File: config.mk
export PLATFORM = sky130hd
export DESIGN_NAME = pt2272_frame_ctrl
export DESIGN_NICKNAME = d
export VERILOG_FILES = /design/src/rtl/pt2272_frame_ctrl.sv
export SDC_FILE = /design/constraint.sdc
export NUM_CORES = 1
export LEC_CHECK = 0
export CORE_MARGIN = 4
export CORE_UTILIZATION = 55
export CTS_CLUSTER_DIAMETER = 30
export CTS_CLUSTER_SIZE = 10
export DETAILED_ROUTE_END_ITERATION = 10
export PLACE_DENSITY_LB_ADDON = 0.1
export SLEW_MARGIN = 5
export SYNTH_ARGS = -nofsm -noshare
export SYNTH_HDL_FRONTEND = slang
export SYNTH_SLANG_ARGS = --single-unit
File: constraint.sdc
create_clock -name clk -period 2.4 [get_ports clk]
set_input_delay 0.24 -clock clk [delete_from_list [all_inputs] [get_ports clk]]
set_output_delay 0.24 -clock clk [all_outputs]
set_load 0.005 [all_outputs]
File: src/rtl/pt2272_frame_ctrl.sv
`timescale 1ns/1ps
// PT2272 frame controller: assembles address/data symbol frames, checks them against
// the local trinary address and latches D after REPEAT_N identical valid frames.
module pt2272_frame_ctrl #(
    parameter int ADDR_SYMS   = 8,
    parameter int DATA_SYMS   = 4,
    parameter int REPEAT_N    = 2,
    parameter int TIMEOUT_CYC = 4096
) (
    input  logic                   clk,
    input  logic                   reset,
    input  logic                   sym_valid,
    input  logic [1:0]             sym,
    input  logic [2*ADDR_SYMS-1:0] addr_i,
    output logic [DATA_SYMS-1:0]   D,
    output logic                   dv,
    output logic                   new_data,
    output logic                   frame_err,
    output logic [1:0]             state_dbg
);

    // Handshake: sym_valid is a one-cycle strobe with no back-pressure; sym is only
    // meaningful in the cycle sym_valid is high and every strobe is consumed.

    localparam int FRAME_SYMS = ADDR_SYMS + DATA_SYMS;
    localparam int CNT_W      = $clog2(FRAME_SYMS + 1);
    localparam int TMO_W      = $clog2(TIMEOUT_CYC + 1);
    localparam int REP_W      = $clog2(REPEAT_N + 1);

    localparam logic [1:0] SYM_0    = 2'b00;
    localparam logic [1:0] SYM_1    = 2'b11;
    localparam logic [1:0] SYM_SYNC = 2'b01;

    typedef enum logic [1:0] {
        HUNT      = 2'd0,
        COLLECT   = 2'd1,
        WAIT_SYNC = 2'd2,
        CHECK     = 2'd3
    } state_t;

    state_t               state, state_n;
    logic [CNT_W-1:0]     sym_cnt, sym_cnt_n;
    logic [REP_W-1:0]     rep_cnt, rep_n;
    logic [TMO_W-1:0]     tmo_cnt, tmo_n;
    logic [DATA_SYMS-1:0] prev_data, prev_n;
    logic [DATA_SYMS-1:0] d_n;
    logic                 dv_n, new_data_n, frame_err_n;
    logic [1:0]           frame_q [FRAME_SYMS];

    logic                 buf_we;
    logic [CNT_W-1:0]     buf_idx;
    logic                 do_collect;
    logic [CNT_W-1:0]     col_cnt;
    logic                 tmo_expire;

    logic                 addr_ok, data_ok;
    logic [DATA_SYMS-1:0] frame_data;

    assign state_dbg = state;

    // Frame qualification works directly on the stored symbols; SYNC is never
    // stored, so an addr_i slice of 01 can never match.
    always_comb begin
        addr_ok    = 1'b1;
        data_ok    = 1'b1;
        frame_data = '0;
        for (int i = 0; i < ADDR_SYMS; i++) begin
            if (frame_q[i] != addr_i[2*i +: 2]) addr_ok = 1'b0;
        end
        for (int k = 0; k < DATA_SYMS; k++) begin
            if (frame_q[ADDR_SYMS+k] != SYM_0 && frame_q[ADDR_SYMS+k] != SYM_1) data_ok = 1'b0;
            frame_data[k] = frame_q[ADDR_SYMS+k][0];
        end
    end

    always_comb begin
        if (sym_valid) begin
            tmo_n = '0;
        end else if (tmo_cnt == TMO_W'(TIMEOUT_CYC)) begin
            tmo_n = tmo_cnt;
        end else begin
            tmo_n = tmo_cnt + TMO_W'(1);
        end
        tmo_expire = !sym_valid && (tmo_cnt == TMO_W'(TIMEOUT_CYC - 1)) && (state != HUNT);
    end

    always_comb begin
        state_n     = state;
        sym_cnt_n   = sym_cnt;
        rep_n       = rep_cnt;
        prev_n      = prev_data;
        d_n         = D;
        dv_n        = dv;
        new_data_n  = 1'b0;
        frame_err_n = 1'b0;
        buf_we      = 1'b0;
        buf_idx     = sym_cnt;
        do_collect  = 1'b0;
        col_cnt     = sym_cnt;

        case (state)
            HUNT: begin
                if (sym_valid && sym == SYM_SYNC) begin
                    state_n   = COLLECT;
                    sym_cnt_n = '0;
                end
            end
            COLLECT: begin
                do_collect = 1'b1;
            end
            WAIT_SYNC: begin
                if (sym_valid) begin
                    if (sym == SYM_SYNC) begin
                        state_n = CHECK;
                    end else begin
                        frame_err_n = 1'b1;
                        rep_n       = '0;
                        dv_n        = 1'b0;
                        state_n     = HUNT;
                    end
                end
            end
            CHECK: begin
                if (!(addr_ok && data_ok)) begin
                    frame_err_n = 1'b1;
                    rep_n       = '0;
                    dv_n        = 1'b0;
                end else begin
                    if (rep_cnt != '0 && frame_data == prev_data) begin
                        rep_n = (rep_cnt == REP_W'(REPEAT_N)) ? rep_cnt : rep_cnt + REP_W'(1);
                    end else begin
                        rep_n  = REP_W'(1);
                        prev_n = frame_data;
                    end
                    if (rep_n == REP_W'(REPEAT_N)) begin
                        new_data_n = (frame_data != D) || !dv;
                        d_n        = frame_data;
                        dv_n       = 1'b1;
                    end
                end
                // The SYNC that ended this frame already opened the next one.
                state_n    = COLLECT;
                sym_cnt_n  = '0;
                do_collect = 1'b1;
                col_cnt    = '0;
            end
            default: state_n = HUNT;
        endcase

        if (do_collect && sym_valid) begin
            if (sym == SYM_SYNC) begin
                if (col_cnt != '0) begin
                    frame_err_n = 1'b1;
                    rep_n       = '0;
                    dv_n        = 1'b0;
                end
                sym_cnt_n = '0;
                state_n   = COLLECT;
            end else begin
                buf_we    = 1'b1;
                buf_idx   = col_cnt;
                sym_cnt_n = col_cnt + CNT_W'(1);
                state_n   = (col_cnt == CNT_W'(FRAME_SYMS - 1)) ? WAIT_SYNC : COLLECT;
            end
        end

        // Losing the stream drops validity but D keeps its last latched value.
        if (tmo_expire) begin
            state_n = HUNT;
            dv_n    = 1'b0;
            rep_n   = '0;
        end
    end

    always_ff @(posedge clk) begin
        if (reset) begin
            state     <= HUNT;
            sym_cnt   <= '0;
            rep_cnt   <= '0;
            tmo_cnt   <= '0;
            prev_data <= '0;
            D         <= '0;
            dv        <= 1'b0;
            new_data  <= 1'b0;
            frame_err <= 1'b0;
            for (int i = 0; i < FRAME_SYMS; i++) frame_q[i] <= 2'b00;
        end else begin
            state     <= state_n;
            sym_cnt   <= sym_cnt_n;
            rep_cnt   <= rep_n;
            tmo_cnt   <= tmo_n;
            prev_data <= prev_n;
            D         <= d_n;
            dv        <= dv_n;
            new_data  <= new_data_n;
            frame_err <= frame_err_n;
            if (buf_we) frame_q[buf_idx] <= sym;
        end
    end

endmodule
# After elaboration in Yosys (flattened, before gate mapping)
# Memory sizes are Yosys's and may differ from the RTL's.
# Cells that the tools add are included.
dict set report word_totals {
  reg_bits 32
  ramBits 24
  in_bits 21
  output_inout_bits 9
  wordCells 136
  mem_count 1
}
dict set report op_classes {
  add_sub_neg 3
  n_eq_ne 25
  n_mux 62
  bitwise_logic 4
  reduce_logical 32
}
# name words width read_ports rd_ports_with_merged_regs wr line
set mem_list {}
lappend mem_list {frame_q 12 2 12 0 12 48} ;# logic [1:0] frame_q [FRAME_SYMS];
# operator count
set ops {}
lappend ops {{2-bit two-way mux} 17}
lappend ops {{1-bit two-way mux} 33}
lappend ops {{4-bit two-way mux} 7}
lappend ops {{2-bit != test} 8}
lappend ops {{13-bit by 1-bit adder with 13-bit output (second input constant)} 1}
lappend ops {{13-bit by 12-bit equality test with 1-bit output (second input constant)} 1}
lappend ops {{13-bit equality test (second input constant)} 1}
lappend ops {{2-bit nonzero test} 6}
lappend ops {{1-bit logical AND} 10}
lappend ops {{3-bit AND reduction} 3}
lappend ops {{2-bit equality test (second input constant)} 4}
lappend ops {{2-bit != test (second input constant)} 4}
lappend ops {{4-bit one-hot mux with 2 select lines} 1}
lappend ops {{4-bit nonzero test} 2}
lappend ops {{2-bit OR reduction} 4}
lappend ops {{3-bit != test (second input constant)} 2}
lappend ops {{2-bit one-hot mux with 3 select lines} 1}
lappend ops {{4-bit by 1-bit adder with 4-bit output (second input constant)} 1}
lappend ops {{2-bit by 1-bit equality test with 1-bit output (second input constant)} 2}
lappend ops {{4-bit equality test} 1}
lappend ops {{4-bit equality test (second input constant)} 1}
lappend ops {{4-bit != test} 1}
lappend ops {{1-bit NOT} 4}
lappend ops {{1-bit one-hot mux with 2 select lines} 2}
lappend ops {{other kinds (8)} 9}

# Depth between registers and ports, before layout
dict set report depth {
  word_depth 19
  ltp_mapped 9
}

# Worst setup path before layout
# No wires, ideal clock.
dict set report synth_path {
  path_type {input to register}
  start {input port reset}
  end {memory frame_q[7][0] (enable)}
  setup_ns 0.297
  t_arrival_ns 1.401
  required_ns 2.103
  path_slack_ns 0.702
  path_stages 5
  n_path_buf 1
  path_cell_list {clkbuf_1 -> or3_4 -> nor4b_4 -> nand3_1 -> nand2_1}
}
# element line
set synth_lines {}
lappend synth_lines {{from (decl)} 11} ;# input logic reset,
lappend synth_lines {{to (decl)} 48}

==> implementation parameters <==
Parameter                              Value

Worst setup path
  Category of the worst setup path launch point ... register
  Type of element capturing the critical path ... register
  Max Fanout on Critical Path ... 10
  CP arrival ... about 2.2 ns
  Register-to-register setup slack ... 0.46 ns
  Required time reported for the critical path endpoint ... about 2.6 ns
  Kind of critical path ... register to register

CTS
  Clk sink count ... 56
  Clock tree from TritonCTS ... built
  Clock Tree Root ... sky130_fd_sc_hd__clkbuf_8
  Clock transition at path regs ... 0.10 ns
  Clock latency reported for the late side of the worst-skew pair ... 0.31 ns
  Maximum number of buffers from clock root to sink ... 2
  TritonCTS Buffers ... 5
  Post-CTS setup-driven buffer insertion count ... 0
  Number of hold buffers added after CTS ... 0
  H-tree level count ... 2
  Total of cells resized after clock tree synthesis ... 0

Route
  Number of vias after detailed routing ... between 2000 and 2500
  DR pass1 iterations ... 5
  DR iter-0 viols ... 145
  Drt drc ... 0
  Post-Route WL ... 6799 microns
  Via density per instance ... 5.680
  Count of nets left with antenna violations after detail routing ... 0
  Average wire length per cell after detail routing ... 16.00 microns

Synth
  Combined area of all synthesized cells ... about 0.0030 sq mm
  Adder-cell area share of the yosys netlist ... 2.089%
  Post-synthesis compound-gate area fraction ... 10.65%
  Largest family of logic cells by synthesized area ... simple AND/OR/NAND/NOR gates
  Post-synthesis xor/xnor area fraction ... roughly 11%
  Number of instances in the synthesized netlist ... 324
  Seq/Total Area, Yosys ... 45.45%
  Synth Warn # ... 0
  Post-synth ARST share ... 0%
  Primary FF master, synth ... sky130_fd_sc_hd__dfxtp_1
  Post-synth EDFFs ... 24
  Simple-gate portion of the synthesized area ... 26.78%
  Proportion of synthesized area in mux cells ... 0.3342%
  Syn_nets ... 350
  Mean cell area of the mapped netlist ... roughly 9.2 sq um
  Number of unique standard cell types used by synthesis ... 48
  FF+latch count, synth ... 56

Global routing
  Vias in the first global route ... ~2200
  Remaining global-route overflow ... 0
  GRT Resource Usage Total ... around 22%
  Antenna violations before repair ... 0
  First-pass GRT wire length ... 11060 microns
  Largest net degree at the start of global routing ... 18

Floorplan
  Core ar. ... approximately 0.0052 sq mm
  Die Outline Area ... between 0.006 and 0.007 sq mm
  Number of core rows ... 26
  Top-level port count ... 30
  Height of the chip ... 81.80 microns
  Floorplan die width ... 81.80 microns
  Starting utilization of the core area ... 57.55%

STA
  Setup TNS Final ... 0 ns
  Number of failing hold endpoints at the final stage ... 0
  Max-slew headroom ... between 60% and 70%
  Final number of max-transition violations ... 0
  Worst setup skew after layout ... roughly 0.0043 ns
  Pin slew with the least headroom to its limit ... roughly 0.47 ns
  Tmin final ... 1.938 ns
  Number of failing setup endpoints in the final timing report ... 0
  Worst-case hold slack ... around 0.46 ns
  Unrepaired setup endpoints after global routing ... no
  Fmax ... 516.0 MHz
  Share of the clock period used by the worst path ... 80.74%

Run
  Number of maximum-capacitance violations ... 0

Power and ir drop
  Highest ir drop seen on vdd ... 238.9 uV
  Power density relative to cell area ... 506.4 mW/mm^2
  Leak Pwr ... between 1 and 1.5 nW

Outcome
  Outcome ... complete, no violations

Final layout
  Diode count ... 0
  Post-route non-filler standard cell count ... 425
  Multi-input gate area in the final layout ... 0.001526 sq mm
  Fraction of final layout cells sized beyond drive strength 1 ... 10.14%
  Number of nets in the layout ... 380
  Register area ... 0.001361 sq mm
  Fill cell instance count of the final layout ... 449
  Area growth, synth to finish ... 16.42%

Placement
  Placed insts ... 417
  Half-perimeter wire length after detailed placement ... 5130 microns
  Number of port buffers ... 29
  Gp weighted congestion ... 0.9405

Min path
  Classification of the worst-slack hold path ... register to register
## Yosys cell counts (all sizes together), types with 3 or more instances
| library cell | instances | share of area, % |
|---|---|---|
| nor2 | 39 | 5.0 |
| dfxtp | 32 | 21 |
| nand2 | 29 | 3.6 |
| xnor2 | 25 | 7.3 |
| edfxtp | 24 | 24 |
| nand4 | 17 | 3.6 |
| a21oi | 16 | 2.7 |
| nand3 | 13 | 2.2 |
| o21ai | 13 | 2.2 |
| xor2 | 13 | 3.8 |
| clkbuf | 12 | 1.5 |
| and2 | 11 | 2.5 |
| inv | 11 | 1.4 |
| nor3 | 9 | 1.8 |
| o31ai | 8 | 2.0 |
| ha | 5 | 2.1 |
| nor4 | 5 | 1.0 |
| buf | 4 | 0.71 |
| or2 | 4 | 0.84 |
| and4 | 3 | 0.88 |
| nand2b | 3 | 0.63 |
## flip-flops by register name (all words and copies together), names as in the netlist
register and flops:
D 4, dv 1, frame_err 1, frame_q 24
new_data 1, prev_data 4, rep_cnt 2, state_dbg 2
sym_cnt 4, tmo_cnt 13
## layout make-up
| type | instances | area share (%) |
|---|---|---|
| Clock buffer | 6 | 2.691 |
| Timing Repair Buffer | 39 | 10.48 |
| Clock inverter | 2 | 0.3229 |
| Inverter | 11 | 1.184 |
| Multi-Input combinational cell | 241 | 43.77 |
| Sequential cell | 56 | 39.04 |
| Tap cell | 70 | 2.512 |
## metrics by stage
step	cell area, sq um	power [W]	setup slack (ns)	util (%)
finish	3487	0.001766	0.4621	67.00
global route	3487	0.001830	0.3198	67.00
CTS	3487	0.001776	0.4389	67.00
detailed placement	3382	0.001201	0.1468	64.98
global placement	3382	0.001200	0.2182	64.98
floorplan	2995	0.001127	0.7020	-
## worst paths after layout
check / cells after the start / to / start
worst max-delay path: 5 / dv / frame_q[8][0]
worst min-delay path: 2 / rep_cnt[1] / rep_cnt[1]
worst max register to register: 5 / dv / frame_q[8][0]
worst min register to register: 2 / rep_cnt[1] / rep_cnt[1]
## cells by family (layout without fill, tap and decap cells)
logic type,after synthesis,after routing
adders and majority gates,5,5
AOI/OAI and AO/OA,51,51
and+or+nand+nor,146,146
xor gates and xnor gates,38,38
muxes,1,1
buffers and inverters,27,58
DFF,56,56
## report_power, final
part / switching, W / leakage (nW) / total, W / internal, W
Clock: 0.000317 / 0.0566 / 0.000586 / 0.000269
Sequential: 0.0000138 / 0.506 / 0.00102 / 0.00101
Combinational: 0.0000805 / 0.619 / 0.000158 / 0.0000779
Total: 0.000412 / 1.18 / 0.00177 / 0.00135
## metal layers
layer	GRT usage (%)	wire [microns]	vias to the layer above
li1	-	-	1204
met1	30.35	3114	1118
met2	33.68	3200	79
met3	4.276	377	13
met4	7.143	106	0
met5	0	0	-
## cells in the final DEF (no fill, tap or decap), types with 16 or more instances in the layout
master / instances
sky130_fd_sc_hd__edfxtp_1: 24
sky130_fd_sc_hd__clkdlybuf4s50_1: 29
sky130_fd_sc_hd__nor2_1: 38
sky130_fd_sc_hd__nand2_1: 29
sky130_fd_sc_hd__dfxtp_1: 32
sky130_fd_sc_hd__a21oi_1: 16
sky130_fd_sc_hd__nand4_1: 17
sky130_fd_sc_hd__xnor2_1: 25
## worst max-delay path, cell delays in order, from the launching register on
cell	delay, ns
sky130_fd_sc_hd__edfxtp_1	0.52
sky130_fd_sc_hd__xnor2_1	0.32
sky130_fd_sc_hd__nand4_1	0.16
sky130_fd_sc_hd__and4bb_2	0.47
sky130_fd_sc_hd__a21oi_1	0.13
sky130_fd_sc_hd__o32ai_1	0.27
Power figures use the tool's default switching activity.
